===== config.mk =====
export PLATFORM = sky130hd
export DESIGN_NAME = regfile_write_arbiter
export DESIGN_NICKNAME = d
export VERILOG_FILES = /design/src/rtl/regfile_pkg.sv /design/src/rtl/regfile_arb_pick.sv /design/src/rtl/regfile_write_arbiter.sv
export SDC_FILE = /design/constraint.sdc
export NUM_CORES = 1
export LEC_CHECK = 0
export BUFFER_PORTS_ARGS = -buffer_cell sky130_fd_sc_hd__buf_2
export CAP_MARGIN = 20
export CORE_MARGIN = 2
export CORE_UTILIZATION = 23
export DETAILED_ROUTE_END_ITERATION = 10
export PLACE_DENSITY = 0.44
export REMOVE_ABC_BUFFERS = 1
export SKIP_CTS_REPAIR_TIMING = 1
export SYNTH_ARGS = -nofsm -noshare
export SYNTH_HDL_FRONTEND = slang
export SYNTH_SLANG_ARGS = --single-unit

===== constraint.sdc =====
create_clock -name clk -period 2.4 [get_ports clk]
set_input_delay 0.24 -clock clk [delete_from_list [all_inputs] [get_ports clk]]
set_output_delay 0.24 -clock clk [all_outputs]
set_load 0.1 [all_outputs]

===== src/rtl/regfile_pkg.sv =====
// Shared definitions for the register-file write arbiter.
// The request struct is sized by the package default widths; instances of the
// arbiter are expected to use those same widths.
package regfile_pkg;

    localparam int ADDR_WIDTH_DEF = 5;
    localparam int DATA_WIDTH_DEF = 32;

    typedef struct packed {
        logic                      valid;
        logic [ADDR_WIDTH_DEF-1:0] addr;
        logic [DATA_WIDTH_DEF-1:0] data;
    } wr_req_t;

endpackage


===== src/rtl/regfile_arb_pick.sv =====
// Two-input grant selection for the write arbiter.
// Macro REGFILE_ARB_ROUND_ROBIN_EN: defined -> round-robin with a one-bit
// pointer; undefined -> fixed priority, input 1 (load) always wins.
module regfile_arb_pick (
`ifdef REGFILE_ARB_ROUND_ROBIN_EN
    input  logic clk,
    input  logic rst_n,
`endif
    input  logic i_valid0,
    input  logic i_valid1,
    output logic o_grant0,
    output logic o_grant1
);

`ifdef REGFILE_ARB_ROUND_ROBIN_EN
    // r_ptr names the requester that wins the next contended cycle
    logic r_ptr;

    // Grant the sole requester, or the pointed-to one on contention
    always_comb begin
        o_grant0 = i_valid0 & (~i_valid1 | ~r_ptr);
        o_grant1 = i_valid1 & (~i_valid0 |  r_ptr);
    end

    // After any grant the pointer moves to the requester that was not served
    always_ff @(posedge clk or negedge rst_n) begin
        if (!rst_n) begin
            r_ptr <= 1'b0;
        end else if (o_grant0 | o_grant1) begin
            r_ptr <= o_grant0;
        end
    end
`else
    // Fixed priority: load writeback always wins
    always_comb begin
        o_grant1 = i_valid1;
        o_grant0 = i_valid0 & ~i_valid1;
    end
`endif

endmodule


===== src/rtl/regfile_write_arbiter.sv =====
// Register-file write arbiter: picks one of two writeback requesters per
// cycle, registers the winning write toward the register file, and keeps a
// per-register pending (busy) scoreboard set by issue claims and cleared by
// completed writes. x0 writes are accepted but never enabled.
// Macro REGFILE_ARB_ROUND_ROBIN_EN selects round-robin instead of
// load-first fixed priority (see regfile_arb_pick).
module regfile_write_arbiter
    import regfile_pkg::*;
#(
    parameter int DATA_WIDTH = DATA_WIDTH_DEF,
    parameter int ADDR_WIDTH = ADDR_WIDTH_DEF
) (
    input  logic                       clk,
    input  logic                       reset_n,
    input  logic                       req0_valid,
    output logic                       req0_ready,
    input  logic [ADDR_WIDTH-1:0]      req0_addr,
    input  logic [DATA_WIDTH-1:0]      req0_data,
    input  logic                       req1_valid,
    output logic                       req1_ready,
    input  logic [ADDR_WIDTH-1:0]      req1_addr,
    input  logic [DATA_WIDTH-1:0]      req1_data,
    input  logic                       claim_valid,
    input  logic [ADDR_WIDTH-1:0]      claim_addr,
    output logic                       rf_write_enable,
    output logic [ADDR_WIDTH-1:0]      rf_address_write,
    output logic [DATA_WIDTH-1:0]      rf_value_write,
    output logic [(2**ADDR_WIDTH)-1:0] busy
);

    localparam int NREG = 2**ADDR_WIDTH;

    logic            w_grant0;
    logic            w_grant1;
    wr_req_t         w_sel;
    wr_req_t         r_wr;
    logic [NREG-1:0] r_busy;
    logic [NREG-1:0] w_busy_nxt;

    regfile_arb_pick u_pick (
`ifdef REGFILE_ARB_ROUND_ROBIN_EN
        .clk      (clk),
        .rst_n    (reset_n),
`endif
        .i_valid0 (req0_valid),
        .i_valid1 (req1_valid),
        .o_grant0 (w_grant0),
        .o_grant1 (w_grant1)
    );

    // Ready is held low while reset is asserted so nothing transfers then
    assign req0_ready = w_grant0 & reset_n;
    assign req1_ready = w_grant1 & reset_n;

    // Mux the accepted request; valid marks that a transfer happens this cycle
    always_comb begin
        w_sel.valid = req0_ready | req1_ready;
        w_sel.addr  = req1_ready ? req1_addr : req0_addr;
        w_sel.data  = req1_ready ? req1_data : req0_data;
    end

    // Output register: one cycle latency; x0 updates addr/data but never enables
    always_ff @(posedge clk or negedge reset_n) begin
        if (!reset_n) begin
            r_wr <= '0;
        end else begin
            r_wr.valid <= w_sel.valid && (w_sel.addr != '0);
            if (w_sel.valid) begin
                r_wr.addr <= w_sel.addr;
                r_wr.data <= w_sel.data;
            end
        end
    end

    assign rf_write_enable  = r_wr.valid;
    assign rf_address_write = r_wr.addr;
    assign rf_value_write   = r_wr.data;

    // Scoreboard next state: completed write clears, claim applied last so it wins
    always_comb begin
        w_busy_nxt = r_busy;
        if (r_wr.valid) begin
            w_busy_nxt[r_wr.addr] = 1'b0;
        end
        if (claim_valid) begin
            w_busy_nxt[claim_addr] = 1'b1;
        end
        w_busy_nxt[0] = 1'b0;
    end

    // Scoreboard register
    always_ff @(posedge clk or negedge reset_n) begin
        if (!reset_n) begin
            r_busy <= '0;
        end else begin
            r_busy <= w_busy_nxt;
        end
    end

    assign busy = r_busy;

endmodule


==> metrics.yaml, run 1 <==
logic_synthesis:
  synth_top_area_cell: "dfrtp_1"
  synth_area_sq_mm: 0.003055
  synth-seq-cells: 69
  synth_top_area_frac: 0.5651
  synth.top_cells.by_count: "o21ai_1 (76), dfrtp_1 (69), nand2_1 (40)"
  ys_warn_count: 0
  synth_most_common_cell: "o21ai_1"
  syn_area_per_cell_sq_um: 10.50
  ys_seq_area_frac: 0.5651
  ys_async_sr_fraction: 1.000
  synth_edf_count: 0
  syn_inst: 291
  synthFlopType: "dfrtp_1"
  synth_area_leaders: "dfrtp_1 (57%), o21ai_1 (12%), mux2i_1 (12%), nand2_1 (4.9%), o21ai_0 (3.8%)"
  ys_types: 22
timing:
  hold_viol_final: 0
  min_period_ns: 2.052
  whs_ns: 0.1702
  tightest_slew_ns: 0.6244
  setup_violations: 0
  drv_slew: 0
  max_freq_mhz: 487.4
  rsz0062_at_grt: "false"
  slew_headroom: 0.5837
  post-route-period-util: 0.8550
  skew_ns: 0.004110
finish:
  fillers: 1403
  utilization: 0.3309
  seq_area_sq_mm: 0.001727
  antenna_cells: 0
  multiInputGateArea_sq_mm: 0.001260
  syn2layout_area_growth_pct: 41.73
  drive_above_1_share: 0.3929
  stdcell_count: 629
  nNetsFinal: 532
drt:
  drt-initial-drc-count: 117
  ant_nets: 0
  drt-wirelength-per-cell_um: 14.97
  drc: 0
  viasPerCell: 4.437
  vias: 2791
  routed_wl_mm: 9.414
  dr.pass1.iters: 5
clock_tree:
  cts_root_buf: "clkbuf_16"
  numCtsBuffers: 9
  cts_tree: "done"
  cts.sinks: 69
  clk_pin_slew_worst_paths_ns: 0.05
  clockBufferDepth: 2
  clkLatencyLatePin_ns: 0.33
  h-tree-depth: 3
global_route:
  grt_pass1_wl_mm: 15.14
  track_usage: 0.1392
  first_global_vias: 2816
  antenna_found_initial: 0
  grt_max_degree: 50
  grt_overflow_total: 0
floorplanning:
  die_x_um: 119.3
  rows: 42
  core_area_sq_mm: 0.01309
  dieHeight_um: 119.3
  io_pins: 156
  die-area_sq_mm: 0.01422
  start_util: 0.2335
critical_path:
  crit_top_cell: "buf_12"
  slowest_delay_ns: 0.56
  required_ns: 2.16
  crit_type: "input port to output port"
  worstPathCellList: "dlygate4sd3_1, buf_4, nand2_2, buf_12, inv_1, buf_12"
  cp.arrival_ns: 1.81
  cp_slowest_cell: "dlygate4sd3_1"
  endpoint_kind: "output port"
  path_max_fanout: 39
  start_kind: "input port"
place:
  place_inst: 612
  gp_congestion: 0.7631
  hpwl_mm: 6.996
  numPortBuffers: 154
run_status:
  outcome: "finished, final reports clean"
worst_hold_path:
  hold_path_class: "input port to flip-flop"
pwr:
  irDropWorstVdd_v: 0.0002749
  total_power_mw: 5.751
  power.density_mw_per_mm2: 1328
  p_leak_nw: 2.118
run:
  maxCapViolCount: 0
[stage by stage]
| stage | worst slack, ns | TNS (ns) | cell area, sq um |
|---|---|---|---|
| after global routing | 0.2181 | 0 | 4330 |
| final | 0.3481 | 0 | 4330 |
| after detailed placement | 0.9003 | 0 | 4041 |
| after floorplan | -0.6734 | -24.26 | 2977 |
| after global placement | 0.9125 | 0 | 4041 |
| after CTS | 0.7158 | 0 | 4320 |
[per-layer routing]
metal	GRT usage	part of all wire
met5	0	0
met3	0.05651	0.11
met1	0.1812	0.46
met4	0.06622	0.024
met2	0.2001	0.41
[report_power, final]
part	internal, mW	switching, mW	leakage, nW
Sequential	1.44	0.175	0.787
Clock	0.749	0.479	0.138
Combinational	0.418	2.49	1.19
Total	2.61	3.14	2.12
[placed cells by master (no fill, tap or decap), drive strengths merged, types with 2 or more instances in the layout]
cell,count
nor3,2
nand2,40
buf,158
o21ai,99
or3b,7
mux2i,36
clkinv,3
nand3,4
nand3b,11
clkbuf,12
or3,3
dfrtp,69
[worst paths after layout]
path | startpoint | endpoint | slack, ns | depth (start not counted)
worst max register to register | rf_address_write[1] | busy[20] | 1.03 | 3
worst min register to register | rf_value_write[31] | rf_value_write[31] | 0.48 | 2
worst max-delay path | reset_n | req1_ready | 0.35 | 6
min in group asynchronous | reset_n | rf_value_write[29] | 0.41 | 2
worst min-delay path | req1_data[8] | rf_value_write[8] | 0.17 | 3
max in group asynchronous | reset_n | rf_value_write[3] | 1.01 | 3
[logic make-up (layout without fill, tap and decap cells)]
| family | after synthesis | count (layout) | synth area share |
|---|---|---|---|
| AO/OA/AOI/OAI | 101 | 101 | 0.1675 |
| buffers and inverters | 14 | 176 | 0.02702 |
| flip-flops | 69 | 69 | 0.5651 |
| multiplexers | 36 | 36 | 0.1179 |
| other | 1 | 1 | 0.001227 |
| AND/OR/NAND/NOR | 70 | 70 | 0.1212 |
[flip-flops by register name, indices dropped and copies added (netlist names)]
name and flops:
rf_write_enable 1, rf_address_write 5, busy 31, rf_value_write 32
[area by class of cell]
class	count	share of cell area
clock buffer	12	0.05923
timing repair buffer	159	0.1942
inverter	1	0.0008668
multi-input combinational	208	0.2910
clock inverter	4	0.005201
sequential	69	0.3987
tap	176	0.05085
[worst max-delay path: cells and delay by family]
kind,cells,cell delay (ns)
AND/OR/NAND/NOR,1,0.12
buffers and inverters,5,1.42
Note: power is estimated with default switching activity, not from simulation.
==> run 2: changes to the inputs <==
Settings changed: CORE_UTILIZATION 23 to 49, PLACE_DENSITY 0.44 to 0.83.
==> run 2 against run 1 <==
  * Via count rose by 1.6%
  * Clock skew is 0.0047 ns higher
  * Design area down 5.0%
  * Count of clock-buffer cells in the layout down 2
  * Core utilization rose by 36 points
  * Power fell by 6.6%
  * Sequential cell count did not move
  * Highest routed layer unchanged
  * Critical path depth did not move
  * Hold slack lost 0.0080 ns
  * Critical endpoint unchanged
  * Register-to-register slack worse by 0.02 ns
  * Die area is 52% lower
  * Cell count shrank 16%
==> metrics.yaml, run 2 (synthesis results as in run 1) <==
timing:
  min_period_ns: 2.223  # +0.1712 ns
  slew_headroom: 0.5629  # -0.02084
  skew_ns: 0.008811  # +0.004701 ns
  setup_violations: 0  # unchanged
  rsz0062_at_grt: "false"
  tightest_slew_ns: 0.6557  # +0.03127 ns
  hold_viol_final: 0  # unchanged
  post-route-period-util: 0.9263  # +0.07135
  drv_slew: 0  # unchanged
  max_freq_mhz: 449.8  # -7.7%
finish:
  syn2layout_area_growth_pct: 34.64
  antenna_cells: 0  # unchanged
  drive_above_1_share: 0.3938  # +0.0008693
  fillers: 483  # -66%
  utilization: 0.6867  # +0.3558
  largest_reg_flops: 32  # unchanged
  final_cell_mix: "buf_2 (152), o21ai_1 (75), dfrtp_1 (69)"
  nNetsFinal: 531  # -0.19%
  final_common_cell: "buf_2"
global_route:
  grt_max_degree: 58  # +16%
  antenna_found_initial: 0  # unchanged
  track_usage: 0.2410  # +0.1018
  first_global_vias: 2738  # -2.8%
  grt_overflow_total: 0  # unchanged
  grt_pass1_wl_mm: 13.25  # -12%
drt:
  drt-initial-drc-count: 174  # +49%
  dr.pass1.iters: 4  # -1
  ant_nets: 0  # unchanged
  routed_wl_mm: 8.157  # -13%
  drt-wirelength-per-cell_um: 15.48  # +3.4%
  vias: 2836  # +1.6%
  drc: 0  # unchanged
  viasPerCell: 5.381  # +21%
critical_path:
  r2r_cells: 3  # unchanged
  crit_type: "input port to output port"
  start_kind: "input port"
  required_ns: 2.16  # about the same
  cp_slowest_cell: "dlygate4sd3_1"
  crit_buf_inv: 5  # unchanged
  worstPathCellList: "dlygate4sd3_1, buf_4, nand2_2, buf_12, inv_1, buf_12"
  path_depth: 6  # unchanged
  crit_top_cell: "buf_12"
  critPathTopFamily: "buffers and inverters"
  endpoint_kind: "output port"
  path_max_fanout: 26  # -33%
  slowest_delay_ns: 0.55  # about the same
  cp.arrival_ns: 1.98  # +0.17 ns
floorplanning:
  dieHeight_um: 82.97  # -30%
  die-area_sq_mm: 0.006883  # -52%
  rows: 28  # -33%
  die_x_um: 82.97  # -30%
  start_util: 0.5100  # +0.2765
  io_pins: 156  # unchanged
  core_area_sq_mm: 0.005991  # -54%
clock_tree:
  clkLatencyLatePin_ns: 0.34  # about the same
  numCtsBuffers: 9  # unchanged
  clk_pin_slew_worst_paths_ns: 0.08  # +0.03 ns
  h-tree-depth: 3  # unchanged
  clockBufferDepth: 2  # unchanged
  cts_root_buf: "clkbuf_8"
  cts.sinks: 69  # unchanged
  cts_tree: "done"
run:
  maxCapViolCount: 0  # unchanged
run_status:
  outcome: "finished, final reports clean"
pwr:
  irDropWorstVdd_v: 0.001394  # +410%
  total_power_mw: 5.371  # -6.6%
  power.density_mw_per_mm2: 1305  # -1.7%
  p_leak_nw: 2.069  # -2.3%
worst_hold_path:
  hold_path_class: "input port to flip-flop"
  hold_path_depth: 3  # unchanged
place:
  numPortBuffers: 154  # unchanged
  hpwl_mm: 6.059  # -13%
  gp_congestion: 0.7627  # about the same
-- run 2: cell count changes in the layout (fill, tap and decap cells not counted), sizes merged --
cell and delta:
inv +2, clkinvlp +1, buf -1, clkbuf -2
clkinv -1
-- run 2: area by class of cell --
class	count	area, sq um	area share
flip-flops and latches	69	1727	0.4197
clock inverters	6	46.29	0.01125
inverters	1	3.754	0.0009124
clock buffers	10	137.6	0.03345
repair buffers	158	845.8	0.2056
well taps	75	93.84	0.02281
multi-input cells	208	1260	0.3063
-- run 2: per-stage QoR --
step | hold slack, ns | setup WS [ns] | TNS, ns | instances | cell area, sq um
floorplan | -0.05559 | -0.6734 | -24.26 | 278 | 2977
global route | 0.1558 | 0.08225 | 0 | 527 | 4114
global placement | 0.1249 | 0.7811 | 0 | 510 | 3920
finish | 0.1622 | 0.1769 | 0 | 527 | 4114
detailed placement | 0.1301 | 0.7506 | 0 | 510 | 3920
CTS | -0.2390 | 0.7520 | 0 | 526 | 4104
-- run 2: final timing paths --
path / startpoint / to / slack (ns)
worst max register to register: rf_address_write[0] / busy[26] / 1.01
worst min register to register: rf_value_write[28] / rf_value_write[28] / 0.48
worst max-delay path: reset_n / req1_ready / 0.18
min in group asynchronous: reset_n / rf_value_write[14] / 0.35
worst min-delay path: req1_data[25] / rf_value_write[25] / 0.16
max in group asynchronous: reset_n / rf_value_write[26] / 1.11
-- run 2: power breakdown --
group	switching (mW)	total (mW)	internal (mW)
clock network	0.452	0.862	0.410
registers	0.164	1.60	1.44
logic	2.49	2.91	0.420
-- run 2: tightest hold or removal path: stages --
cell     delay (ns)
buf_2          0.07
mux2i_1        0.05
o21ai_1        0.10
-- run 2: metal layers --
layer | track usage | vias to the layer above | routed length [um]
met5 | 0 | - | 0
met4 | 0.07154 | 0 | 95
met3 | 0.08250 | 10 | 837
met2 | 0.4062 | 170 | 4117
met1 | 0.2935 | 1301 | 3106
li1 | - | 1355 | -
